File: config.mk
export PLATFORM = sky130hd
export DESIGN_NAME = sigma_delta_adc_flat
export DESIGN_NICKNAME = d
export VERILOG_FILES = /design/src/rtl/sigma_delta_adc_if.sv /design/src/rtl/sigma_delta_adc.sv /design/src/flat_wrapper.sv
export SDC_FILE = /design/constraint.sdc
export NUM_CORES = 1
export LEC_CHECK = 0
export CAP_MARGIN = 10
export CORE_ASPECT_RATIO = 0.7
export CORE_MARGIN = 10
export CORE_UTILIZATION = 50
export DETAILED_ROUTE_END_ITERATION = 8
export PLACE_DENSITY = 0.74
export REMOVE_ABC_BUFFERS = 1
export SLEW_MARGIN = 20
export SYNTH_ARGS = -nofsm -noshare
export SYNTH_HDL_FRONTEND = slang
export SYNTH_SLANG_ARGS = --single-unit
File: constraint.sdc
create_clock -name clock -period 1.75 [get_ports clock]
set_input_delay 0.175 -clock clock [delete_from_list [all_inputs] [get_ports clock]]
set_output_delay 0.175 -clock clock [all_outputs]
set_load 0.02 [all_outputs]
File: src/rtl/sigma_delta_adc_if.sv
// Sample-side bundle of the delta-sigma ADC: oversampling tick and comparator in,
// feedback bit, decimated sample, valid strobe and overrange out.
interface sigma_delta_adc_if #(
    parameter int DECB = 8
);
    logic            ce;
    logic            cmp_in;
    logic            fb_out;
    logic [DECB-1:0] sample;
    logic            valid;
    logic            overrange;
    logic            state_dbg;

    // valid is a one-clock strobe with no ready: sample and overrange are stable
    // from the valid clock until the next valid clock, and the consumer must take
    // the word on that clock because there is no back-pressure.
    modport master (
        output ce, cmp_in,
        input  fb_out, sample, valid, overrange, state_dbg
    );

    modport slave (
        input  ce, cmp_in,
        output fb_out, sample, valid, overrange, state_dbg
    );
endinterface

File: src/rtl/sigma_delta_adc.sv
// First-order delta-sigma ADC: synchronises the comparator, closes the loop through
// fb_out and decimates with a boxcar ones-counter into an excess-2^(DECB-1) sample.
module sigma_delta_adc #(
    parameter int DECB   = 8,
    parameter int SETTLE = 2
) (
    input  logic             clock,
    input  logic             reset,
    sigma_delta_adc_if.slave bus
);
    typedef enum logic {
        ST_SETTLE = 1'b0,
        ST_RUN    = 1'b1
    } state_t;

    localparam state_t            ST_INIT   = (SETTLE == 0) ? ST_RUN : ST_SETTLE;
    localparam logic [3:0]        SCNT_LAST = (SETTLE == 0) ? 4'd0 : 4'(SETTLE - 1);
    localparam logic [DECB-1:0]   WCNT_LAST = '1;

    logic            r_sync1;
    logic            r_sync2;
    logic            r_fb;
    logic [DECB-1:0] r_wcnt;
    logic [DECB:0]   r_acc;
    logic [3:0]      r_scnt;
    logic [DECB-1:0] r_sample;
    logic            r_valid;
    logic            r_ovr;
    state_t          r_state;
    state_t          w_state_next;
    logic [3:0]      w_scnt_next;
    logic            w_close;
    logic [DECB:0]   w_total;

    assign w_close = bus.ce && (r_wcnt == WCNT_LAST);
    assign w_total = r_acc + {{DECB{1'b0}}, r_sync2};

    // Two-flop synchroniser runs every clock so the ce rate never adds metastability risk.
    always_ff @(posedge clock) begin
        if (!reset) begin
            r_sync1 <= 1'b0;
            r_sync2 <= 1'b0;
        end else begin
            r_sync1 <= bus.cmp_in;
            r_sync2 <= r_sync1;
        end
    end

    // Feedback flop drives the pin directly so it can be packed into the output cell.
    always_ff @(posedge clock) begin
        if (!reset) begin
            r_fb <= 1'b0;
        end else if (bus.ce) begin
            r_fb <= r_sync2;
        end
    end

    always_ff @(posedge clock) begin
        if (!reset) begin
            r_state <= ST_INIT;
            r_scnt  <= 4'd0;
        end else begin
            r_state <= w_state_next;
            r_scnt  <= w_scnt_next;
        end
    end

    always_comb begin
        w_state_next = r_state;
        w_scnt_next  = r_scnt;
        case (r_state)
            ST_SETTLE: begin
                if (w_close) begin
                    if (r_scnt == SCNT_LAST) begin
                        w_state_next = ST_RUN;
                    end else begin
                        w_scnt_next = r_scnt + 4'd1;
                    end
                end
            end
            ST_RUN: begin
                w_state_next = ST_RUN;
            end
            default: begin
                w_state_next = ST_INIT;
            end
        endcase
    end

    // total can only reach 2^DECB with every tick a one, so its top bit is the clamp flag.
    always_ff @(posedge clock) begin
        if (!reset) begin
            r_wcnt   <= '0;
            r_acc    <= '0;
            r_sample <= '0;
            r_valid  <= 1'b0;
            r_ovr    <= 1'b0;
        end else begin
            r_valid <= 1'b0;
            if (bus.ce) begin
                r_wcnt <= r_wcnt + 1'b1;
                if (w_close) begin
                    r_acc <= '0;
                    if (r_state == ST_RUN) begin
                        r_sample <= w_total[DECB] ? '1 : w_total[DECB-1:0];
                        r_ovr    <= w_total[DECB];
                        r_valid  <= 1'b1;
                    end
                end else begin
                    r_acc <= w_total;
                end
            end
        end
    end

    assign bus.fb_out    = r_fb;
    assign bus.sample    = r_sample;
    assign bus.valid     = r_valid;
    assign bus.overrange = r_ovr;
    assign bus.state_dbg = r_state;
endmodule

File: src/flat_wrapper.sv
// flat-port wrapper written by rule: the top's interface ports become plain ports
module sigma_delta_adc_flat 
#(
    parameter int DECB   = 8,
    parameter int SETTLE = 2
)
  (clock, reset, bus_ce, bus_cmp_in, bus_fb_out, bus_sample, bus_valid, bus_overrange, bus_state_dbg);
  sigma_delta_adc_if #(.DECB(DECB)) bus_i ();
  input  logic clock;
  input  logic reset;
  input wire logic [$bits(bus_i.ce)-1:0] bus_ce;
  input wire logic [$bits(bus_i.cmp_in)-1:0] bus_cmp_in;
  output wire logic [$bits(bus_i.fb_out)-1:0] bus_fb_out;
  output wire logic [$bits(bus_i.sample)-1:0] bus_sample;
  output wire logic [$bits(bus_i.valid)-1:0] bus_valid;
  output wire logic [$bits(bus_i.overrange)-1:0] bus_overrange;
  output wire logic [$bits(bus_i.state_dbg)-1:0] bus_state_dbg;
  assign bus_i.ce = bus_ce;
  assign bus_i.cmp_in = bus_cmp_in;
  assign bus_fb_out = bus_i.fb_out;
  assign bus_sample = bus_i.sample;
  assign bus_valid = bus_i.valid;
  assign bus_overrange = bus_i.overrange;
  assign bus_state_dbg = bus_i.state_dbg;
  sigma_delta_adc #(.DECB(DECB), .SETTLE(SETTLE)) u_core (.clock(clock), .reset(reset), .bus(bus_i));
endmodule
# After elaboration in Yosys (flattened, before gate mapping)
# Index checks and enable logic that the tools add are counted.
classes:
  addsub: 3
  n_eq_ne: 2
  n_mux: 6
  bitwise: 2
  reduce_logical: 4
op_table:
  columns: ["operator", "n"]
  rows:
  - ["9-bit by 1-bit adder with 9-bit output", 1]
  - ["9-bit 2-to-1 mux", 1]
  - ["3-bit AND reduction", 3]
  - ["8-bit by 1-bit adder with 8-bit output, second input constant", 1]
  - ["8-bit equality test, second input constant", 1]
  - ["8-bit 2-to-1 mux", 1]
  - ["4-bit by 1-bit adder with 4-bit output, second input constant", 1]
  - ["4-bit by 1-bit equality test with 1-bit output, second input constant", 1]
  - ["1-bit 2-to-1 mux", 3]
  - ["1-bit inverter", 2]
  - ["1-bit one-hot mux with 2 select lines", 1]
  - ["1-bit logical AND", 1]
totals:
  ff_bits: 35
  in_bits: 4
  elab_cells: 27

# Longest topological paths before layout
# Gate-level depths: netlist of run 1.
logic_depth:
  ltp_word: 4
  mapped_depth: 6

# Least setup slack after synthesis of run 1
# Ideal clock, no wire load.
synth_path:
  path_type: "register -> register"
  start: "register u_core.r_acc[0]"
  end: "register u_core.r_sample[0], in the netlist u_core.bus.sample[0]"
  setup_time_ns: 0.129
  arrival_ns: 1.521
  required_time_ns: 1.621
  path_slack_ns: 0.100
  stages_incl_launch_ff: 7
  cell_sequence: "dfxtp_1 ha_1 ha_1 inv_1 o31a_1 nor3b_4 a21oi_1"
synth_via:
  elab_chain_len: 2
synth_rtl:
  columns: ["item", "line_no", "text"]
  rows:
  - ["start: declaration", "sigma_delta_adc.sv:24", "logic [DECB:0] r_acc;"]
  - ["start signal: assignment", "sigma_delta_adc.sv:110", "r_acc <= w_total;"]
  - ["9-bit by 1-bit adder with 9-bit output", "sigma_delta_adc.sv:36", "assign w_total = r_acc + {{DECB{1'b0}}, r_sync2};"]
  - ["8-bit 2-to-1 mux", "sigma_delta_adc.sv:105", "r_sample <= w_total[DECB] ? '1 : w_total[DECB-1:0];"]
  - ["end signal: assignment", "sigma_delta_adc.sv:105", null]
  - ["end: declaration", "sigma_delta_adc.sv:26", "logic [DECB-1:0] r_sample;"]
# Every way passes these cells.
# A chain may end at the register's enable or synchronous reset.

# Worst setup path after layout of run 1
layout_path:
  start: "register u_core.r_sync2"
  end: "register u_core.r_sample[1], in the netlist u_core.bus.sample[1]"
layout_via:
  elab_chain_len: 2
layout_rtl:
  columns: ["item", "line_no", "text"]
  rows:
  - ["start: declaration", "sigma_delta_adc.sv:21", "logic r_sync2;"]
  - ["start signal: assignment", "sigma_delta_adc.sv:45", "r_sync2 <= r_sync1;"]
  - ["9-bit by 1-bit adder with 9-bit output", "sigma_delta_adc.sv:36", null]
  - ["8-bit 2-to-1 mux", "sigma_delta_adc.sv:105", null]
# Every way passes these cells.

==> impl_metrics.py, run 1 <==
metrics = {
    "routing": {
        "postRouteAntennaNets": 0,
        "drtIter0Drc": 80,
        "avgRoutedWirePerCell_um": 14.2,
        "drtPass1Iterations": 4,
        "vias": 1264,
        "post_drt_via_cell_ratio": 5.52,
        "wl_um": 3250,
        "drc_errors": 0,
    },
    "yosys": {
        "syn_area_um2": 1580,
        "synth_seq_cells": 35,
        "syn_inst": 167,
        "ys_warn_count": 0,
        "async_reset_ff_frac": 0,
        "ys_seq_area_frac": 0.443,
        "synthTopCellsByArea": "dfxtp_1 (44%), and2_1 (6.3%), xnor2_1 (5.0%), ha_1 (4.0%), o21ai_0 (3.8%)",
        "synthDistinctLibCells": 35,
        "yosysTopAreaCellShare": 0.443,
        "syn_area_per_cell_um2": 9.47,
        "yosys_most_used_dff": "dfxtp_1",
        "yosysTopAreaCell": "dfxtp_1",
        "synth-edff-count": 0,
    },
    "placement": {
        "dp_hpwl_um": 2300,
        "io_buffers": 15,
        "place_congestion": 0.781,
        "placed_cells": 222,
    },
    "power": {
        "powerDensity_nw_per_um2": 718,
        "power_w": 0.00141,
        "leakage_nw": 0.733,
        "peakVddDrop_mv": 0.458,
    },
    "global_route": {
        "grt_max_degree": 42,
        "grt_pass1_vias": 1210,
        "grt_pass1_wl_um": 5530,
        "overflow": 0,
        "track_usage": 0.120,
        "antenna_found_initial": 0,
    },
    "cts": {
        "htree_levels": 2,
        "cts_buffers": 5,
        "clock_latency_ns": 0.28,
        "clkSlewWorstSetupHoldPaths_ns": 0.06,
        "ctsHoldBuffers": 0,
        "tritoncts": "done",
        "clock_path_buffers": 2,
        "numClockSinks": 35,
        "root_buffer": "clkbuf_8",
    },
    "setup_path": {
        "crit_path_start_kind": "flop",
        "reg2regPathDepth": 7,
        "crit_type": "reg -> reg",
        "regToRegStartpoint": "u_core.r_sync2$_SDFF_PN0_",
        "arrival_ns": 1.81,
        "timing.rr.end": "u_core.bus.sample[1]$_SDFFE_PN0P_",
        "crit_path_max_fanout": 9,
        "required_ns": 1.92,
        "r2r_slack_ns": 0.11,
        "cp-end-kind": "flop",
    },
    "cells_and_area": {
        "nets": 203,
        "syn2layout_area_growth_pct": 24.1,
        "layout_common_cells": "dfxtp_1 (32), and2_1 (16), clkdlybuf4s50_1 (15), nand2_1 (13), o21ai_0 (12)",
        "drive_above_1_share": 0.150,
        "antenna_cells": 0,
        "layout_commonest_cell": "dfxtp_1",
        "fin_cells": 229,
    },
    "sta": {
        "holdWs_ns": 0.447,
        "setup_viol": 0,
        "rsz0062_at_grt": "false",
        "final_hold_viol_count": 0,
        "max_clock_freq_ghz": 0.610,
        "worst_pin_slew_ns": 0.519,
        "period_minus_slack_ns": 1.64,
        "final.period_utilization": 0.936,
        "skew_ns": 0.00325,
        "final-max-slew-violation-count": 0,
        "max_slew_margin": 0.653,
    },
    "die": {
        "core-area_um2": 2900,
        "rows": 16,
        "die_h_um": 67.1,
        "initial_core_util": 0.545,
        "fp.dieArea_um2": 5850,
        "die_w_um": 87.2,
        "pin_count": 16,
    },
    "outcome": {
        "status": "finished clean",
    },
    "min_path": {
        "hold_path_class": "reg -> reg",
        "hold-path-cell-count": 1,
        "hold_end": "u_core.r_sync2$_SDFF_PN0_",
        "hp-start": "u_core.r_sync1$_SDFF_PN0_",
    },
    "flow_run": {
        "cap_violations": 0,
    },
}
-- where the power goes --
| group | switching [W] | internal [W] | total [W] |
|---|---|---|---|
| combinational | 0.0000369 | 0.0000345 | 0.0000715 |
| sequential | 0.00000708 | 0.000806 | 0.000813 |
| clock | 0.000260 | 0.000265 | 0.000525 |
-- cells by family after synthesis --
group / synth area share
AND/OR/NAND/NOR: 0.249
flip-flops: 0.443
AO/OA/AOI/OAI: 0.127
XOR/XNOR: 0.0775
buffers and inverters: 0.0324
multiplexers: 0.0316
adder cells (fa/ha/maj): 0.0396
-- repair_timing --
| item | 4_1_cts | 5_1_grt |
|---|---|---|
| setup buffers | 0 | 1 |
| hold endpoints to repair | 0 | 0 |
| resized for setup | 0 | 8 |
| setup endpoints to repair | 0 | 11 |
-- layout make-up --
| type | instances | area, um^2 |
|---|---|---|
| Timing Repair Buffer | 27 | 265 |
| Sequential cell | 35 | 704 |
| Inverter | 6 | 22.5 |
| Multi-Input combinational cell | 119 | 853 |
| Clock buffer | 6 | 72.6 |
| Fill cell | 226 | 940 |
| Tap cell | 36 | 45.0 |
-- synthesized netlist by cell type (3+ instances only) --
cell	instances
dfxtp_1	35
and2_1	16
nand2_1	13
o21ai_0	12
xnor2_1	9
a21oi_1	8
nand3_1	8
inv_1	6
clkbuf_1	5
ha_1	5
mux2i_1	5
xor2_1	5
nand4_1	4
o2bb2ai_1	4
nor2_1	3
nor3_1	3
-- flip-flops by register name, indices dropped and copies added (netlist names), 4 cells and up --
signal,cells
u_core.r_acc,9
u_core.r_scnt,4
u_core.bus.sample,8
u_core.r_wcnt,8
-- worst max path at each step --
stage,start,endpoint,cells past startpoint
6_report,u_core.r_sync2$_SDFF_PN0_,u_core.bus.sample[1]$_SDFFE_PN0P_,7
5_1_grt,u_core.r_scnt[0]$_SDFFE_PN0P_,u_core.r_scnt[0]$_SDFFE_PN0P_,6
4_1_cts,u_core.r_sync2$_SDFF_PN0_,u_core.bus.sample[1]$_SDFFE_PN0P_,7
3_5_place_dp,bus_ce,u_core.r_scnt[3]$_SDFFE_PN0P_,6
3_3_place_gp,bus_ce,u_core.r_scnt[3]$_SDFFE_PN0P_,6
2_1_floorplan,u_core.r_wcnt[0]$_SDFFE_PN0P_,u_core.bus.sample[0]$_SDFFE_PN0P_,5
-- critical path, stage by stage (launching register included) --
cell,delay (ns)
dfxtp_2,0.36
ha_4,0.14
ha_2,0.18
inv_2,0.06
o31a_1,0.32
nor3b_4,0.24
buf_12,0.15
a21oi_1,0.07
-- through the flow --
| step | setup TNS [ns] | setup slack [ns] | utilization | cell area [um^2] |
|---|---|---|---|---|
| CTS | 0 | 0.0146 | 0.664 | 1930 |
| detailed placement | -0.0270 | -0.0270 | 0.639 | 1860 |
| global route | 0 | 0.0367 | 0.676 | 1960 |
| floorplan | -1.78 | -0.202 | - | 1550 |
| global placement | 0 | 0.0511 | 0.639 | 1860 |
| finish | 0 | 0.112 | 0.676 | 1960 |
-- metal layers --
layer | vias to the layer above | share of wire | track usage
met4 | 0 | 0.016 | 0.0496
met1 | 602 | 0.49 | 0.147
met3 | 7 | 0.055 | 0.0498
met5 | - | 0 | 0
met2 | 16 | 0.44 | 0.181
li1 | 639 | - | -
(Power assumes the default switching activity.)
==> run 2, diff against run 1 <==
ABC_AREA = 1   (was unset)
CORE_UTILIZATION = 56   (was 50)
DONT_BUFFER_PORTS = 1   (was unset)
SKIP_LAST_GASP = 1   (was unset)
==> impl_metrics.py, run 2 <==
metrics = {
    "cells_and_area": {
        "largest_reg_flops": 9,
        "drive_above_1_share": 0.0816,
        "antenna_cells": 0,
        "top_register": "u_core.r_acc",
        "fillers": 248,
        "syn2layout_area_growth_pct": 7.95,
        "utilization": 0.647,
        "layout_commonest_cell": "nand2_1",
        "nets": 255,
        "layout_common_cells": "nand2_1 (55), inv_1 (36), dfxtp_1 (35), nor2_1 (31), a21oi_1 (21)",
    },
    "routing": {
        "postRouteAntennaNets": 0,
        "wl_um": 3400,
        "vias": 1411,
        "drc_errors": 0,
        "drtPass1Iterations": 4,
        "drtIter0Drc": 77,
        "post_drt_via_cell_ratio": 5.02,
        "avgRoutedWirePerCell_um": 12.1,
    },
    "placement": {
        "place_congestion": 0.818,
        "dp_hpwl_um": 2540,
        "io_buffers": 0,
        "post-place-ws_ns": 0.243,
    },
    "global_route": {
        "grt_pass1_wl_um": 5720,
        "grt_max_degree": 17,
        "overflow": 0,
        "antenna_found_initial": 0,
        "grt_pass1_vias": 1259,
        "track_usage": 0.125,
    },
    "die": {
        "initial_core_util": 0.599,
        "die_h_um": 66.3,
        "pin_count": 16,
        "fp.dieArea_um2": 5710,
        "rows": 16,
        "die_w_um": 86.2,
        "core-area_um2": 2860,
    },
    "yosys": {
        "synthDistinctLibCells": 27,
        "syn_area_um2": 1720,
        "ys_warn_count": 0,
        "yosys_most_used_dff": "dfxtp_1",
        "synth-edff-count": 0,
        "syn_inst": 239,
        "yosys.cell_count.top_type": "nand2_1",
        "synthTopCellsByArea": "dfxtp_1 (41%), nand2_1 (12%), inv_1 (7.9%), nor2_1 (6.8%), a21oi_1 (6.1%)",
        "syn_area_per_cell_um2": 7.18,
        "ys_seq_area_frac": 0.408,
        "synth_commonest_cells": "nand2_1 (55), inv_1 (36), dfxtp_1 (35)",
        "synth_seq_cells": 35,
        "yosysTopAreaCellShare": 0.408,
        "async_reset_ff_frac": 0,
        "yosysTopAreaCell": "dfxtp_1",
    },
    "sta": {
        "worst_pin_slew_ns": 0.538,
        "skew_ns": 0.00422,
        "max_clock_freq_ghz": 0.661,
        "final-max-slew-violation-count": 0,
        "max_slew_margin": 0.641,
        "period_minus_slack_ns": 1.51,
        "final_hold_viol_count": 0,
        "setup_viol": 0,
        "worst_slack_ns": 0.238,
        "final.period_utilization": 0.864,
        "rsz0062_at_grt": "false",
        "tns_ns": 0,
    },
    "min_path": {
        "hold_path_class": "in -> reg",
        "hold_end": "u_core.r_scnt[0]$_SDFFE_PN0P_",
        "hp-start": "reset",
        "hold-path-cell-count": 2,
    },
    "setup_path": {
        "crit_type": "reg -> reg",
        "regToRegStartpoint": "u_core.r_sync2$_SDFF_PN0_",
        "arrival_ns": 1.69,
        "crit_path_max_fanout": 8,
        "crit_path_start_kind": "flop",
        "timing.rr.end": "u_core.bus.sample[5]$_SDFFE_PN0P_",
        "required_ns": 1.93,
        "reg2regPathDepth": 9,
        "r2r_slack_ns": 0.24,
        "cp-end-kind": "flop",
        "timing.critical_path.from": "u_core.r_sync2$_SDFF_PN0_",
    },
    "cts": {
        "tritoncts": "done",
        "clkSlewWorstSetupHoldPaths_ns": 0.06,
        "ctsHoldBuffers": 3,
        "htree_levels": 2,
        "clock_latency_ns": 0.28,
        "numClockSinks": 35,
        "post_cts_buffers": 0,
        "post_cts_resized": 0,
        "root_buffer": "clkbuf_8",
        "clock_path_buffers": 2,
        "cts_buffers": 5,
    },
    "power": {
        "peakVddDrop_mv": 0.394,
        "leakage_nw": 0.828,
        "powerDensity_nw_per_um2": 748,
    },
    "flow_run": {
        "cap_violations": 0,
    },
    "outcome": {
        "status": "finished clean",
    },
}
run 2: cell count changes after synthesis, sizes merged, moves of 6 or more:
cell | before | now
and2 | 16 | 0
nor2 | 4 | 36
inv | 6 | 37
a21oi | 8 | 21
nand2 | 13 | 61
xnor2 | 9 | 3
run 2: area by class of cell:
class | count | area (um^2) | area share
multi-input combinational | 162 | 853 | 0.461
sequential | 35 | 701 | 0.378
inverter | 38 | 143 | 0.0770
clock buffer | 6 | 72.6 | 0.0392
tap | 36 | 45.0 | 0.0243
timing repair buffer | 4 | 37.5 | 0.0203
run 2: report_power, final:
| part | internal (W) | switching (W) |
|---|---|---|
| Combinational | 0.0000174 | 0.0000285 |
| Clock | 0.000265 | 0.000260 |
| Sequential | 0.000806 | 0.00000789 |
| Total | 0.00109 | 0.000297 |
run 2: layer usage:
metal  global-route usage  up-vias  part of all wire  wire (um)
li1                     -      759                 -          -
met1                0.163      615              0.50       1720
met2                0.177       32              0.40       1340
met3               0.0517        5             0.088        301
met4               0.0492        0             0.011         38
met5                    0        -                 0          0
run 2: how the worst max path moves through the flow:
stage | depth (start not counted) | endpoint
6_report | 9 | u_core.bus.sample[5]$_SDFFE_PN0P_
5_1_grt | 9 | u_core.bus.sample[5]$_SDFFE_PN0P_
4_1_cts | 9 | u_core.bus.sample[5]$_SDFFE_PN0P_
3_5_place_dp | 9 | u_core.bus.sample[5]$_SDFFE_PN0P_
3_3_place_gp | 9 | u_core.bus.sample[5]$_SDFFE_PN0P_
2_1_floorplan | 9 | u_core.bus.sample[7]$_SDFFE_PN0P_
run 2: critical path, cell delays in order (launching register included):
cell     delay (ns)
dfxtp_1        0.34
ha_1           0.17
ha_1           0.23
nand2_2        0.09
nor2_4         0.12
nand3_1        0.12
nand2_4        0.13
nand3_1        0.10
nand2_1        0.08
inv_1          0.03
run 2: per-stage QoR:
stage                     std cells  hold slack [ns]  power, W  cell area [um^2]
final                           281          0.00872   0.00138              1850
after CTS                       281          0.00332   0.00140              1850
after detailed placement        272            0.270  0.000871              1750
after global routing            281          0.00752   0.00144              1850
after floorplan                 235            0.264  0.000859              1700
after global placement          272            0.267  0.000870              1750
run 2: logic make-up (layout without fill, tap and decap cells):
group / Yosys count / in the layout / synth area share
flops: 35 / 35 / 0.408
fa+ha+maj: 5 / 5 / 0.0365
compound gates: 33 / 33 / 0.0977
simple gates: 119 / 119 / 0.338
buf+inv: 42 / 48 / 0.0941
xor+xnor: 5 / 5 / 0.0255
